### config.mk
export PLATFORM = sky130hd
export DESIGN_NAME = ringn_bd
export DESIGN_NICKNAME = d
export VERILOG_FILES = /design/src/rtl/ringn_pkg.sv /design/src/rtl/ringn_legal_chk.sv /design/src/rtl/ringn_bd.sv
export SDC_FILE = /design/constraint.sdc
export NUM_CORES = 1
export LEC_CHECK = 0
export CAP_MARGIN = 20
export CORE_AREA = 2 2 39 41
export CTS_CLUSTER_DIAMETER = 200
export CTS_CLUSTER_SIZE = 20
export DETAILED_ROUTE_END_ITERATION = 10
export DIE_AREA = 0 0 41 43
export PLACE_DENSITY = 0.54
export SYNTH_ARGS = -nofsm -noshare
export SYNTH_HDL_FRONTEND = slang
export SYNTH_SLANG_ARGS = --single-unit
### constraint.sdc
create_clock -name clock -period 1.5 [get_ports clock]
set_input_delay 0.15 -clock clock [delete_from_list [all_inputs] [get_ports clock]]
set_output_delay 0.15 -clock clock [all_outputs]
set_load 0.02 [all_outputs]
### src/rtl/ringn_pkg.sv
// Shared constants and step-selector encoding for the ringn_bd shift counter.
package ringn_pkg;

  localparam logic MODE_RING    = 1'b0;
  localparam logic MODE_JOHNSON = 1'b1;
  localparam logic DIR_LEFT     = 1'b0;
  localparam logic DIR_RIGHT    = 1'b1;

  // Shift operation selected by {mode, dir}.
  typedef enum logic [1:0] {
    STEP_RING_L = 2'b00,
    STEP_RING_R = 2'b01,
    STEP_JOHN_L = 2'b10,
    STEP_JOHN_R = 2'b11
  } step_e;

endpackage

### src/rtl/ringn_legal_chk.sv
// Combinational legality check for a ring (one-hot) or Johnson (single transition) pattern.
module ringn_legal_chk
  import ringn_pkg::*;
#(
  parameter int W = 4
) (
  input  logic         mode,
  input  logic [W-1:0] c,
  output logic         legal
);

  localparam int CW = $clog2(W + 1);

  logic [CW-1:0] ones_s;
  logic [CW-1:0] edges_s;

  // Count set bits and adjacent-bit transitions, then judge against the active mode.
  always_comb begin
    ones_s  = '0;
    edges_s = '0;
    for (int i = 0; i < W; i++) begin
      ones_s = ones_s + {{(CW-1){1'b0}}, c[i]};
    end
    for (int i = 0; i < W - 1; i++) begin
      edges_s = edges_s + {{(CW-1){1'b0}}, c[i] ^ c[i+1]};
    end
    if (mode == MODE_JOHNSON) begin
      legal = (edges_s <= CW'(1));
    end else begin
      legal = (ones_s == CW'(1));
    end
  end

endmodule

### src/rtl/ringn_bd.sv
// W-bit bidirectional ring/Johnson shift counter with parallel load and wrap pulse.
// Optional feature macro: RINGN_SELF_CORRECT_EN -- a step from a state that is illegal
// for the current mode restores RESET_PAT and pulses err instead of shifting.
module ringn_bd
  import ringn_pkg::*;
#(
  parameter int           W         = 4,
  parameter logic [W-1:0] RESET_PAT = {{(W-1){1'b0}}, 1'b1}
) (
  input  logic         clock,
  input  logic         reset,
  input  logic         en,
  input  logic         load,
  input  logic         dir,
  input  logic         mode,
  input  logic [W-1:0] data,
  output logic [W-1:0] count,
  output logic         wrap,
  output logic         err
);

  logic [W-1:0] count_r;
  logic         wrap_r;
  logic         err_r;

  step_e        step_sel_s;
  logic [W-1:0] shift_s;
  logic         fix_s;
  logic [W-1:0] count_nxt_s;
  logic         wrap_nxt_s;
  logic         err_nxt_s;

`ifdef RINGN_SELF_CORRECT_EN
  logic legal_s;

  ringn_legal_chk #(.W(W)) u_legal_chk (
    .mode  (mode),
    .c     (count_r),
    .legal (legal_s)
  );

  assign fix_s = ~legal_s;
`else
  assign fix_s = 1'b0;
`endif

  // Shifted value of the current state for the selected mode and direction.
  always_comb begin
    step_sel_s = step_e'({mode, dir});
    case (step_sel_s)
      STEP_RING_L: shift_s = {count_r[W-2:0], count_r[W-1]};
      STEP_RING_R: shift_s = {count_r[0], count_r[W-1:1]};
      STEP_JOHN_L: shift_s = {count_r[W-2:0], ~count_r[W-1]};
      STEP_JOHN_R: shift_s = {~count_r[0], count_r[W-1:1]};
      default:     shift_s = count_r;
    endcase
  end

  // Next-state selection: load beats step, step beats hold; wrap only follows a step.
  always_comb begin
    count_nxt_s = count_r;
    wrap_nxt_s  = 1'b0;
    err_nxt_s   = 1'b0;
    if (load) begin
      count_nxt_s = data;
    end else if (en) begin
      if (fix_s) begin
        count_nxt_s = RESET_PAT;
        err_nxt_s   = 1'b1;
      end else begin
        count_nxt_s = shift_s;
      end
      wrap_nxt_s = (count_nxt_s == RESET_PAT);
    end else begin
      count_nxt_s = count_r;
    end
  end

  // State and output registers with synchronous active-low reset.
  always_ff @(posedge clock) begin
    if (!reset) begin
      count_r <= RESET_PAT;
      wrap_r  <= 1'b0;
      err_r   <= 1'b0;
    end else begin
      count_r <= count_nxt_s;
      wrap_r  <= wrap_nxt_s;
      err_r   <= err_nxt_s;
    end
  end

  assign count = count_r;
  assign wrap  = wrap_r;
  assign err   = err_r;

endmodule

==> impl_metrics.env, run 1 <==
export IMPL_critPathCaptureType="output pin"
export IMPL_fin_setup_tns_ps=0
export IMPL_synth_seq_cells=5
export IMPL_initial_core_util_pct=24.9
export IMPL_clkLatencyLatePin_ps=240
export IMPL_hold_start="data[1]"
export IMPL_placedInstanceArea_um2=512
export IMPL_grtUsageMet3_pct=3.14
export IMPL_arrival_ps=1260
export IMPL_slowest_stage="clkdlybuf4s50_1"
export IMPL_via_count=370
export IMPL_post_cts_repair_setup_buffers=0
export IMPL_p_total_uw=429
export IMPL_p_per_area_nw_per_um2=801
export IMPL_yosysUniqueCellTypes=24
export IMPL_worst_path_max_fanout=5
export IMPL_final_antenna_net_count=0
export IMPL_netlist_area_um2=344
export IMPL_grt_start_max_net_pins=11
export IMPL_r2r_start="count[0]"
export IMPL_avgSynthCellArea_um2=8.39
export IMPL_worst_path_buf_inv=1
export IMPL_synth_warnings=0
export IMPL_rows=14
export IMPL_r2r_cells=3
export IMPL_place_congestion=0.693
export IMPL_synth_fp_nets=51
export IMPL_cts_tree="built"
export IMPL_critPathLaunch="count[2]"
export IMPL_place_hpwl_um=622
export IMPL_criticalPathCategory="flop to output pin"
export IMPL_cp_data_required_time_ps=1350
export IMPL_cts_clk_slew_worst_paths_ps=50
export IMPL_r2r_end="wrap"
export IMPL_path_depth=1
export IMPL_syn_inst=41
export IMPL_finalCritPeriodShare_pct=94.1
export IMPL_setup_slack_ps=87.8
export IMPL_hold_viol=0
export IMPL_grt_pass1_wl_um=1320
export IMPL_wl_per_cell_um=10.3
export IMPL_root_buffer="clkbuf_4"
export IMPL_seq_area_frac_synth_pct=29.1
export IMPL_dieHeight_um=43
export IMPL_grt_use_met2_pct=15.9
export IMPL_grt_remaining_overflow=0
export IMPL_power_leakage_nw=0.206
export IMPL_dp_slack_ps=57.4
export IMPL_die_width_um=41
export IMPL_slowest_delay_ps=630
export IMPL_drc=0
export IMPL_cap_violations=0
export IMPL_report_final_slew_viol_count=0
export IMPL_skew_ps=1.44
export IMPL_min_period_ps=1410
export IMPL_track_usage_pct=11.3
export IMPL_clockBufferDepth=2
export IMPL_critical_path_endpoint="count[2]"
export IMPL_finalWirelength_um=784
export IMPL_fin_util_pct=38.7
export IMPL_cts_buffers=3
export IMPL_use_met1_pct=13.1
export IMPL_grt_pass1_vias=331
export IMPL_postLayoutCellArea_um2=536
export IMPL_place_port_buffers=14
export IMPL_drtIter0Drc=2
export IMPL_crit_family="buffers and inverters"
export IMPL_status="complete, no violations"
export IMPL_cts_sinks=5
export IMPL_r2r_setup_slack_ps=200
export IMPL_firstDrtPassIters=4
export IMPL_area_growth_pct=55.6
export IMPL_fillerInstances=151
export IMPL_final_setup_viol_count=0
export IMPL_fmax_ghz=0.708
export IMPL_hold_class="primary input to flop"
export IMPL_die_area_um2=1760
export IMPL_grt_setup_unrepaired="false"
export IMPL_antenna_found_initial=0
export IMPL_avgViaCountPerCell=4.87
export IMPL_htreeDepth=1
export IMPL_drive_gt1_share_pct=16.7
export IMPL_peakVddDrop_v=0.000339
export IMPL_grt_busiest_layer="met2"
export IMPL_core_area_um2=1380
export IMPL_crit_path_start_kind="flop"
export IMPL_diodes=0
export IMPL_io_pins=16
export IMPL_nets=71
export IMPL_cp_cell_sequence="clkdlybuf4s50_1"
-- repair_timing --
item,4_1_cts,5_1_grt
hold buffers,0,0
gates resized for setup,2,0
setup endpoints to repair,2,0
-- stage by stage --
step / cells / hold slack [ps]
finish: 76 / 521
global route: 76 / 520
CTS: 76 / 516
detailed placement: 72 / 602
global placement: 72 / 602
floorplan: 41 / 281
-- synthesized netlist by cell type --
| library cell | number | area (µm²) |
|---|---|---|
| o21ai_0 | 2 | 10.0 |
| o311a_1 | 1 | 10.0 |
| nand2b_1 | 2 | 12.5 |
| nor2b_1 | 1 | 6.26 |
| buf_6 | 1 | 11.3 |
| a211oi_1 | 2 | 15.0 |
| or4b_1 | 1 | 10.0 |
| xnor2_1 | 2 | 17.5 |
| buf_4 | 1 | 7.51 |
| nor3b_1 | 2 | 15.0 |
| mux2i_1 | 2 | 20.0 |
| nand3b_1 | 1 | 7.51 |
| dfxtp_1 | 5 | 100 |
| nor2_1 | 5 | 18.8 |
| clkbuf_1 | 1 | 3.75 |
| conb_1 | 1 | 3.75 |
| a31o_2 | 2 | 17.5 |
| nand2_1 | 1 | 3.75 |
| o22a_1 | 1 | 8.76 |
| nand3_1 | 1 | 5.00 |
| a21oi_1 | 3 | 15.0 |
| nand4_1 | 1 | 6.26 |
| and3b_2 | 1 | 10.0 |
| o31a_1 | 1 | 8.76 |
-- sequential cells by signal (all words and copies together) (netlist names) --
register,count
wrap,1
count,4
-- final cells by class --
cell class                      instances  area, µm²  share of cell area (%)
Sequential cell                         5        100                    18.7
Multi-Input combinational cell         33        221                    41.4
Clock buffer                            4       26.3                    4.91
Tap cell                               16       20.0                    3.74
Timing Repair Buffer                   18        168                    31.3
-- report_power, final --
group | switching (mW) | internal, mW
combinational | 0.0477 | 0.0649
sequential | 0.0129 | 0.142
clock | 0.0606 | 0.101
-- placed cells by master (no fill, tap or decap), drive strengths merged --
cell           netlist  routed
and3b                1       1
nand2                1       1
a31o                 2       2
nand3                1       1
nand2b               2       2
o311a                1       1
o31a                 1       1
nand3b               1       1
mux2i                2       2
xnor2                2       2
conb                 1       1
dlygate4sd2          0       2
dfxtp                5       5
clkdlybuf4s50        0      12
nor3b                2       2
o21ai                2       2
nor2b                1       1
clkbuf               1       4
a21oi                3       3
buf                  2       4
a211oi               2       2
nor2                 5       5
o22a                 1       1
nand4                1       1
or4b                 1       1
-- how the worst min path moves through the flow --
| stage | endpoint | slack (ps) | depth (start not counted) |
|---|---|---|---|
| 4_1_cts | count[1] | 520 | 2 |
| 2_1_floorplan | count[3] | 280 | 1 |
| 3_5_place_dp | wrap | 600 | 3 |
| 6_report | count[1] | 520 | 2 |
| 5_1_grt | count[1] | 520 | 2 |
| 3_3_place_gp | wrap | 600 | 2 |
-- layer usage --
metal	wire length (µm)	vias up
li1	-	191
met1	363	168
met5	0	-
met3	47	0
met4	0	0
met2	373	11
-- cell families (layout without fill, tap and decap cells) --
group,after synthesis,in the layout,synth area share [%]
simple gates,16,16,27.6
compound gates,12,12,24.7
flops,5,5,29.1
buf+inv,3,22,6.54
xor+xnor,2,2,5.09
mux,2,2,5.82
other cells,1,1,1.09
(Power assumes the default switching activity.)
==> inputs of run 2 (changes only) <==
--- a/config.mk
+++ b/config.mk
@@ -11,7 +11,7 @@
 export CTS_CLUSTER_SIZE = 20
 export DETAILED_ROUTE_END_ITERATION = 10
 export DIE_AREA = 0 0 41 43
-export PLACE_DENSITY = 0.54
+export PLACE_DENSITY = 0.6
 export SYNTH_ARGS = -nofsm -noshare
 export SYNTH_HDL_FRONTEND = slang
 export SYNTH_SLANG_ARGS = --single-unit
==> run 2 against run 1 <==
Net effect: final cell count is the same; clock power hardly changed; register-to-register slack about the same; power is 0.69% higher; final area is 1.4% higher; sequential cell count unchanged; die area did not move; clock-buffer cell count is the same; critical path type unchanged; critical endpoint unchanged.
==> impl_metrics.env, run 2 (synthesis gave the netlist of run 1 again) <==
export IMPL_status="complete, no violations"
export IMPL_dieHeight_um=43
export IMPL_fillerInstances=147
export IMPL_worst_path_buf_inv=1
export IMPL_avgViaCountPerCell=4.74
export IMPL_root_buffer="clkbuf_4"
export IMPL_report_final_slew_viol_count=0
export IMPL_grt_start_max_net_pins=11
export IMPL_largest_reg_flops=4
export IMPL_p_per_area_nw_per_um2=796
export IMPL_finalCritPeriodShare_pct=95.8
export IMPL_r2r_cells=3
export IMPL_rows=14
export IMPL_cp_data_required_time_ps=1350
export IMPL_drtIter0Drc=3
export IMPL_cts_hold_buf=0
export IMPL_hold_class="primary input to flop"
export IMPL_cts_tree="built"
export IMPL_clkLatencyLatePin_ps=240
export IMPL_place_port_buffers=14
export IMPL_cts_clk_slew_worst_paths_ps=50
export IMPL_grt_setup_unrepaired="false"
export IMPL_min_period_ps=1440
export IMPL_area_growth_pct=57.8
export IMPL_cts_sinks=5
export IMPL_slowest_stage="clkdlybuf4s50_1"
export IMPL_p_seq_share_pct=35.9
export IMPL_wl_per_cell_um=10.8
export IMPL_clkPwrFrac_pct=37.3
export IMPL_grt_remaining_overflow=0
export IMPL_fmax_ghz=0.696
export IMPL_mostFrequentLayoutCells="clkdlybuf4s50_1 (12), nor2_1 (5), dfxtp_1 (5)"
export IMPL_final_setup_viol_count=0
export IMPL_nets=71
export IMPL_holdPathEnd="count[1]"
export IMPL_grt_pass1_vias=307
export IMPL_critPathCaptureType="output pin"
export IMPL_peakVddDrop_v=0.000364
export IMPL_track_usage_pct=10.8
export IMPL_via_count=360
export IMPL_p_int_uw=310
export IMPL_arrival_ps=1290
export IMPL_core_area_um2=1380
export IMPL_cap_violations=0
export IMPL_r2r_start="count[0]"
export IMPL_cts_buffers=3
export IMPL_power_leakage_nw=0.222
export IMPL_hold_viol=0
export IMPL_clockBufferDepth=2
export IMPL_io_pins=16
export IMPL_hold_start="data[1]"
export IMPL_criticalPathCategory="flop to output pin"
export IMPL_worst_path_max_fanout=5
export IMPL_critPathLaunch="count[2]"
export IMPL_skew_ps=0.501
export IMPL_comb_power_share_pct=26.8
export IMPL_drc=0
export IMPL_switching_share_pct=28.2
export IMPL_grt_pass1_wl_um=1280
export IMPL_diodes=0
export IMPL_holdWs_ps=518
export IMPL_drive_gt1_share_pct=16.7
export IMPL_fin_setup_tns_ps=0
export IMPL_place_congestion=0.694
export IMPL_die_width_um=41
export IMPL_htreeDepth=1
export IMPL_cp_cell_sequence="clkdlybuf4s50_1"
export IMPL_r2r_end="wrap"
export IMPL_crit_path_start_kind="flop"
export IMPL_initial_core_util_pct=24.9
export IMPL_hold_depth=2
export IMPL_antenna_found_initial=0
export IMPL_final_common_cell="clkdlybuf4s50_1"
export IMPL_firstDrtPassIters=2
export IMPL_slowest_delay_ps=650
export IMPL_place_hpwl_um=591
export IMPL_final_antenna_net_count=0
export IMPL_crit_family="buffers and inverters"
export IMPL_switching_power_uw=122
export IMPL_cts_resized=0
export IMPL_post_cts_repair_setup_buffers=0
export IMPL_r2r_setup_slack_ps=200
export IMPL_die_area_um2=1760
export IMPL_finalWirelength_um=822
==> run 2: worst max-delay path by stage <==
stage / depth (start not counted) / endpoint
6_report: 1 / count[2]
5_1_grt: 1 / count[2]
4_1_cts: 1 / count[0]
3_5_place_dp: 4 / wrap
3_3_place_gp: 4 / wrap
2_1_floorplan: 3 / wrap
==> run 2: power groups by stage <==
stage,sequential (mW),clock [mW],combinational (mW)
floorplan,0.167,0,0.0495
global placement,0.157,0,0.117
detailed placement,0.157,0,0.117
CTS,0.155,0.167,0.117
global route,0.156,0.178,0.126
finish,0.155,0.161,0.116
==> run 2: layout make-up <==
| type | instances | area (µm²) | area share, % |
|---|---|---|---|
| tap | 16 | 20.0 | 3.69 |
| multi-input combinational | 33 | 221 | 40.8 |
| clock buffer | 4 | 26.3 | 4.84 |
| timing repair buffer | 18 | 175 | 32.3 |
| sequential | 5 | 100 | 18.4 |
==> run 2: stage by stage <==
step | instance area (µm²) | worst slack (ps) | util, % | std cells | total power [mW]
CTS | 538 | 0.340 | 38.9 | 76 | 0.439
global placement | 512 | 67.4 | 37.0 | 72 | 0.274
floorplan | 344 | 165 | - | 41 | 0.216
global route | 543 | 28.9 | 39.2 | 76 | 0.460
finish | 543 | 62.3 | 39.2 | 76 | 0.432
detailed placement | 512 | 65.3 | 37.0 | 72 | 0.274
==> run 2: layer usage <==
| metal | vias to the layer above | track usage (%) | wire, µm |
|---|---|---|---|
| met5 | - | 0 | 0 |
| met4 | 0 | 8.00 | 15 |
| met3 | 2 | 3.14 | 54 |
| met2 | 12 | 14.1 | 352 |
| met1 | 159 | 14.4 | 399 |
| li1 | 187 | - | - |
==> inputs of run 3 (changes only) <==
--- a/config.mk
+++ b/config.mk
@@ -12,6 +12,7 @@
 export DETAILED_ROUTE_END_ITERATION = 10
 export DIE_AREA = 0 0 41 43
 export PLACE_DENSITY = 0.6
+export SLEW_MARGIN = 15
 export SYNTH_ARGS = -nofsm -noshare
 export SYNTH_HDL_FRONTEND = slang
 export SYNTH_SLANG_ARGS = --single-unit
==> results of run 3 <==
No change in the layout: final DEF, timing and power equal those of run 2.
